### src/rtl/cardinal_nic.sv
// rtl/cardinal_nic.sv - CPU-facing network interface between a core and one Cardinal ring router node.
module cardinal_nic #(
    parameter int DATA_WIDTH = 64,
    parameter int VC_BIT     = 0
) (
    input  logic                  clk,
    input  logic                  reset,
    input  logic [1:0]            nicAddr,
    input  logic [0:DATA_WIDTH-1] nicDataIn,
    output logic [0:DATA_WIDTH-1] nicDataOut,
    input  logic                  nicEn,
    input  logic                  nicWrEn,
    input  logic                  net_si,
    output logic                  net_ri,
    input  logic [0:DATA_WIDTH-1] net_di,
    output logic                  net_so,
    input  logic                  net_ro,
    output logic [0:DATA_WIDTH-1] net_do,
    input  logic                  net_polarity
);

    typedef enum logic {EMPTY = 1'b0, FULL = 1'b1} chan_t;

    localparam logic [1:0] ADDR_IN_BUF     = 2'b00;
    localparam logic [1:0] ADDR_IN_STATUS  = 2'b01;
    localparam logic [1:0] ADDR_OUT_BUF    = 2'b10;
    localparam logic [1:0] ADDR_OUT_STATUS = 2'b11;

    chan_t in_state, in_state_next;
    chan_t out_state, out_state_next;

    logic [0:DATA_WIDTH-1] in_buf;
    logic [0:DATA_WIDTH-1] out_buf;

    logic in_full, out_full;
    logic cpu_read, cpu_write;
    logic eject, drain_in, accept_write, inject;

    assign in_full   = (in_state == FULL);
    assign out_full  = (out_state == FULL);
    assign cpu_read  = nicEn & ~nicWrEn;
    assign cpu_write = nicEn & nicWrEn;

    always_ff @(posedge clk) begin
        if (reset) begin
            in_state  <= EMPTY;
            out_state <= EMPTY;
        end else begin
            in_state  <= in_state_next;
            out_state <= out_state_next;
        end
    end

    // Both channel decisions use pre-edge occupancy, so a write that races an
    // injection sees the buffer as still full and is dropped.
    always_comb begin
        in_state_next  = in_state;
        out_state_next = out_state;
        net_ri         = 1'b0;
        eject          = 1'b0;
        drain_in       = 1'b0;
        accept_write   = 1'b0;
        inject         = 1'b0;

        case (in_state)
            EMPTY: begin
                net_ri = 1'b1;
                if (net_si) begin
                    eject         = 1'b1;
                    in_state_next = FULL;
                end
            end
            FULL: begin
                if (cpu_read && nicAddr == ADDR_IN_BUF) begin
                    drain_in      = 1'b1;
                    in_state_next = EMPTY;
                end
            end
            default: in_state_next = EMPTY;
        endcase

        case (out_state)
            EMPTY: begin
                if (cpu_write && nicAddr == ADDR_OUT_BUF) begin
                    accept_write   = 1'b1;
                    out_state_next = FULL;
                end
            end
            FULL: begin
                if (net_ro && (out_buf[VC_BIT] == net_polarity)) begin
                    inject         = 1'b1;
                    out_state_next = EMPTY;
                end
            end
            default: out_state_next = EMPTY;
        endcase
    end

    always_ff @(posedge clk) begin
        if (reset) begin
            in_buf     <= '0;
            out_buf    <= '0;
            nicDataOut <= '0;
            net_so     <= 1'b0;
            net_do     <= '0;
        end else begin
            if (cpu_read) begin
                case (nicAddr)
                    ADDR_IN_BUF:     nicDataOut <= in_buf;
                    ADDR_IN_STATUS:  nicDataOut <= {{(DATA_WIDTH-1){1'b0}}, in_full};
                    ADDR_OUT_BUF:    nicDataOut <= out_buf;
                    ADDR_OUT_STATUS: nicDataOut <= {{(DATA_WIDTH-1){1'b0}}, out_full};
                    default:         nicDataOut <= nicDataOut;
                endcase
            end
            if (eject) begin
                in_buf <= net_di;
            end
            if (accept_write) begin
                out_buf <= nicDataIn;
            end
            net_so <= inject;
            if (inject) begin
                net_do <= out_buf;
            end
        end
    end

    logic unused_drain;
    assign unused_drain = drain_in;

endmodule

### config.mk
export PLATFORM = sky130hd
export DESIGN_NAME = cardinal_nic
export DESIGN_NICKNAME = d
export VERILOG_FILES = /design/src/rtl/cardinal_nic.sv
export SDC_FILE = /design/constraint.sdc
export NUM_CORES = 1
export LEC_CHECK = 0
export ABC_AREA = 1
export BUFFER_PORTS_ARGS = -buffer_cell sky130_fd_sc_hd__buf_2
export CORE_MARGIN = 3
export CORE_UTILIZATION = 45
export CTS_BUF_LIST = sky130_fd_sc_hd__clkbuf_4
export CTS_CLUSTER_DIAMETER = 150
export DETAILED_ROUTE_END_ITERATION = 10
export GPL_ROUTABILITY_DRIVEN = 0
export MAX_ROUTING_LAYER = met4
export PLACE_DENSITY = 0.69
export SLEW_MARGIN = 20
export SYNTH_ARGS = -nofsm -noshare
export SYNTH_HDL_FRONTEND = slang
export SYNTH_SLANG_ARGS = --single-unit
### constraint.sdc
create_clock -name clk -period 1.52 [get_ports clk]
set_input_delay 0.304 -clock clk [delete_from_list [all_inputs] [get_ports clk]]
set_output_delay 0.304 -clock clk [all_outputs]
set_load 0.02 [all_outputs]
Word-level counts from Yosys, hierarchy flattened. Index checks and enable logic that the tools add are counted. Widths: inputs -> output; s select.

Bitwise logic cells: 5. Eq/ne operators: 4. Muxes and demuxes: 12. Reduce and logical (&&, ||, !) cells: 4.

Operator list (count): $pmux 64 s4 (1); $mux 1 (9); $eq 2x2->1 const B (2); $pmux 1 s2 (2); $logic_and 1x1->1 (3); $not 1->1 (3); $and 1x1->1 (2); $eq 2x1->1 const B (1); $logic_not 2->1 (1); $eq 1x1->1 (1).

Flip-flop bits (word level): 259. Logic and storage cells: 32. Output and inout bits: 130. Input bits: 137.

Logic depth before layout (Yosys ltp).
Word-level depth: 5. Mapped depth: 8. Mapped depth without buffers: 6.

Worst setup path before layout. OpenSTA, ideal clock, no wires.

Path kind: register to register. Start: reg out_state (netlist: out_full). End: reg net_do[10] (netlist bit). Path buffers: 2. Arrival time: 1.101 ns. Path slack: 0.306 ns. Required time: 1.407 ns. Library setup time: 0.113 ns. Cell stages (with the launch flop): 8. Clock period less this slack: 1.214 ns. Cell sequence: dfxtp_1 > nand2_1 > inv_1 > nand3_1 > buf_2 > buf_2 > nor2_1 > nor2_1.

Cells in the longest elaborated chain, start to end: 1.

Ends and longest elaborated chain: from (decl) (line 30) `chan_t out_state, out_state_next;`; from (signal assigned) (line 50) `out_state <= out_state_next;`; $mux 1 (line 82) `case (out_state)`; to (signal assigned) (line 124) `net_do <= out_buf;`; to (decl) (line 18) `output logic [0:DATA_WIDTH-1] net_do,`.

Every way passes these cells. A chain may end at the register's enable or synchronous reset.

Worst setup path after layout.
Start: reg in_state (netlist: in_full). End: out net_ri.

Cells in the longest elaborated chain, start to end: 1.

Ends and longest elaborated chain: from (decl) (line 29) `chan_t in_state, in_state_next;`; from (signal assigned) (line 49) `in_state <= in_state_next;`; $mux 1 (line 65) `case (in_state)`; to (decl) (line 14) `output logic net_ri,`.

Every way passes these cells.

==> results.cfg <==
[hold_path]
min_path_type = input pin to flop
whs_path_depth = 5

[synth]
ys_seq_elements = 259
synth_cell_types = 13
yosys-top-cells-area = dfxtp_1 48%, nand2_1 16%, nor2_1 14%
syn_area_um2 = 10700
synth_top_area_share_pct = 48.2
netlist_instances = 1615
syn_avg_cell_area_um2 = 6.65
yosys.area.top_type = dfxtp_1
ys_seq_area_share_pct = 48.2
ys_warn_count = 0
syn-num-nets = 1752

[timing]
setup_viol = 0
max_freq_mhz = 685
min_period_ns = 1.46
relSlewSlack_pct = 67.2
hold_viol = 0
fin_crit_sh_pct = 96.0
worst_pin_slew_ns = 0.491
drv_slew = 0
fin_skew_ns = 0.0390
rsz0062_at_grt = true

[global_route]
grt_pass1_vias = 11300
use_met1_pct = 31.5
grt_max_degree = 73
use_met2_pct = 45.0
grt_busiest_layer = met2
met3_usage_pct = 6.53
antenna_found_initial = 5
overflow = 0
grt_pass1_wl_mm = 55.4
track_usage_pct = 26.9

[cells_and_area]
stdcell_count = 2361
nNetsFinal = 2139
syn2layout_area_growth_pct = 37.3
fin_area_um2 = 14800
drive_gt1_share_pct = 20.9
fill_cells = 2098
final_cell_mix = 453 x nand2_1, 387 x nor2_1, 241 x dfxtp_1
layout_commonest_cell = nand2_1

[placed_design]
io_buffers = 266
place_area_um2 = 12400
place_inst = 2115
post-dp-hpwl_mm = 20.8

[clocking]
cts_tree = built
post-cts-setup-buffer-count = 0
cts_max_level = 3
cts.sinks = 259
cts-root-buf = clkbuf_4
numCtsBuffers = 69
clk_latency_ns = 0.65
clk_pin_slew_ns = 0.06
clockBufferDepth = 3

[drt]
viasPerCell = 4.81
post_drt_wl_per_cell_um = 14.5
routed_wirelength_mm = 34.3
drc = 0
drt_iter0_markers = 736
dr_total_vias = 11400
ant_nets = 0
drt_first_pass_iters = 6

[die]
die_w_um = 161
pin_count = 267
design.die.area_um2 = 25800
start_util_pct = 46.6
die_h_um = 161
rows = 55
coreArea_um2 = 23100

[worst_setup_path]
critPathArrivalTime_ns = 1.16
startpoint_type = flop
setup.worst_path.end_class = output port
reg2regPathDepth = 6
crit_path_top_delay_cell = dfxtp_2
path_cells = inv_2 > buf_6
slowest_delay_ns = 0.33
crit_required_ns = 1.22
path_class = flop to output port
crit_fanout = 3

[status]
status = completed

[power]
cellLeakagePower_uw = 0.00752
p_per_area_nw_per_um2 = 1010
peakVddDrop_uv = 530

[flow_run]
cap_violations = 0
-- layer usage --
metal  vias to the layer above  routed length [um]  part of all wire (%)
li1                       5726                   -                     -
met3                        81                2640                   7.7
met4                         0                 933                   2.7
met1                      5102               14400                    42
met2                       459               16300                    48
met5                         -                   0                     0
-- through the flow --
stage	hold slack (ns)	setup WS, ns	power (uW)	TNS, ns	utilization (%)
after floorplan	0.452	0.306	8160	0	-
after global placement	0.450	0.124	8740	0	53.9
after detailed placement	0.454	0.0913	8760	0	53.9
after CTS	0.0280	-0.000356	15000	-0.000356	63.5
after global routing	0.0519	-0.0166	15700	-0.0501	64.0
final	0.0837	0.0604	14900	0	64.0
-- layout make-up --
type | instances | area [um2] | area share [%]
Clock inverter | 11 | 93.8 | 0.636
Clock buffer | 98 | 736 | 4.99
Multi-Input combinational cell | 1108 | 4540 | 30.8
Antenna cell | 8 | 20.0 | 0.136
Tap cell | 313 | 392 | 2.65
Timing Repair Buffer | 424 | 3240 | 21.9
Inverter | 140 | 531 | 3.60
Sequential cell | 259 | 5210 | 35.3
-- registers in the layout, summed over array words and instances, names as in the netlist --
register / cells
in_buf: 64
in_full: 1
net_do: 64
net_so: 1
nicDataOut: 64
out_buf: 64
out_full: 1
-- worst max-delay path: cells and delay by family, from the launching register on --
kind | cells | cell delay (ns)
flops | 1 | 0.33
buf+inv | 2 | 0.20
-- where the power goes --
group | switching (uW) | internal (uW)
Sequential | 152 | 7050
Combinational | 962 | 747
Clock | 2750 | 3270
Total | 3860 | 11100
-- logic make-up (layout without fill, tap and decap cells) --
| group | Yosys count | after routing | synth area share, % |
|---|---|---|---|
| other | 0 | 8 | 0 |
| and+or+nand+nor | 979 | 979 | 35.9 |
| buffers and inverters | 248 | 673 | 9.88 |
| AOI/OAI and AO/OA | 129 | 129 | 6.01 |
| DFF | 259 | 259 | 48.2 |
-- synth_stat cells --
cell,number
inv_2,3
buf_2,39
o21ai_0,65
nor3_4,1
buf_1,13
buf_6,11
nand3_1,134
dfxtp_1,259
inv_1,137
clkbuf_1,45
a21oi_1,64
nand2_1,454
nor2_1,390
-- path summary, 6_finish.rpt --
path,slack (ns),from,endpoint
hold / removal,0.08,nicWrEn,in_full
setup / recovery,0.06,in_full,net_ri
setup reg to reg,0.14,in_full,in_buf[10]
hold reg to reg,0.46,nicDataOut[26],nicDataOut[26]
-- what timing repair did --
item,in CTS,in global routing
endpoints found under the setup margin,24,43
cloned,0,0
hold buffers,129,0
resized for setup,35,52
hold endpoints to repair,129,0
No activity file was read; power rests on OpenSTA's default activity.
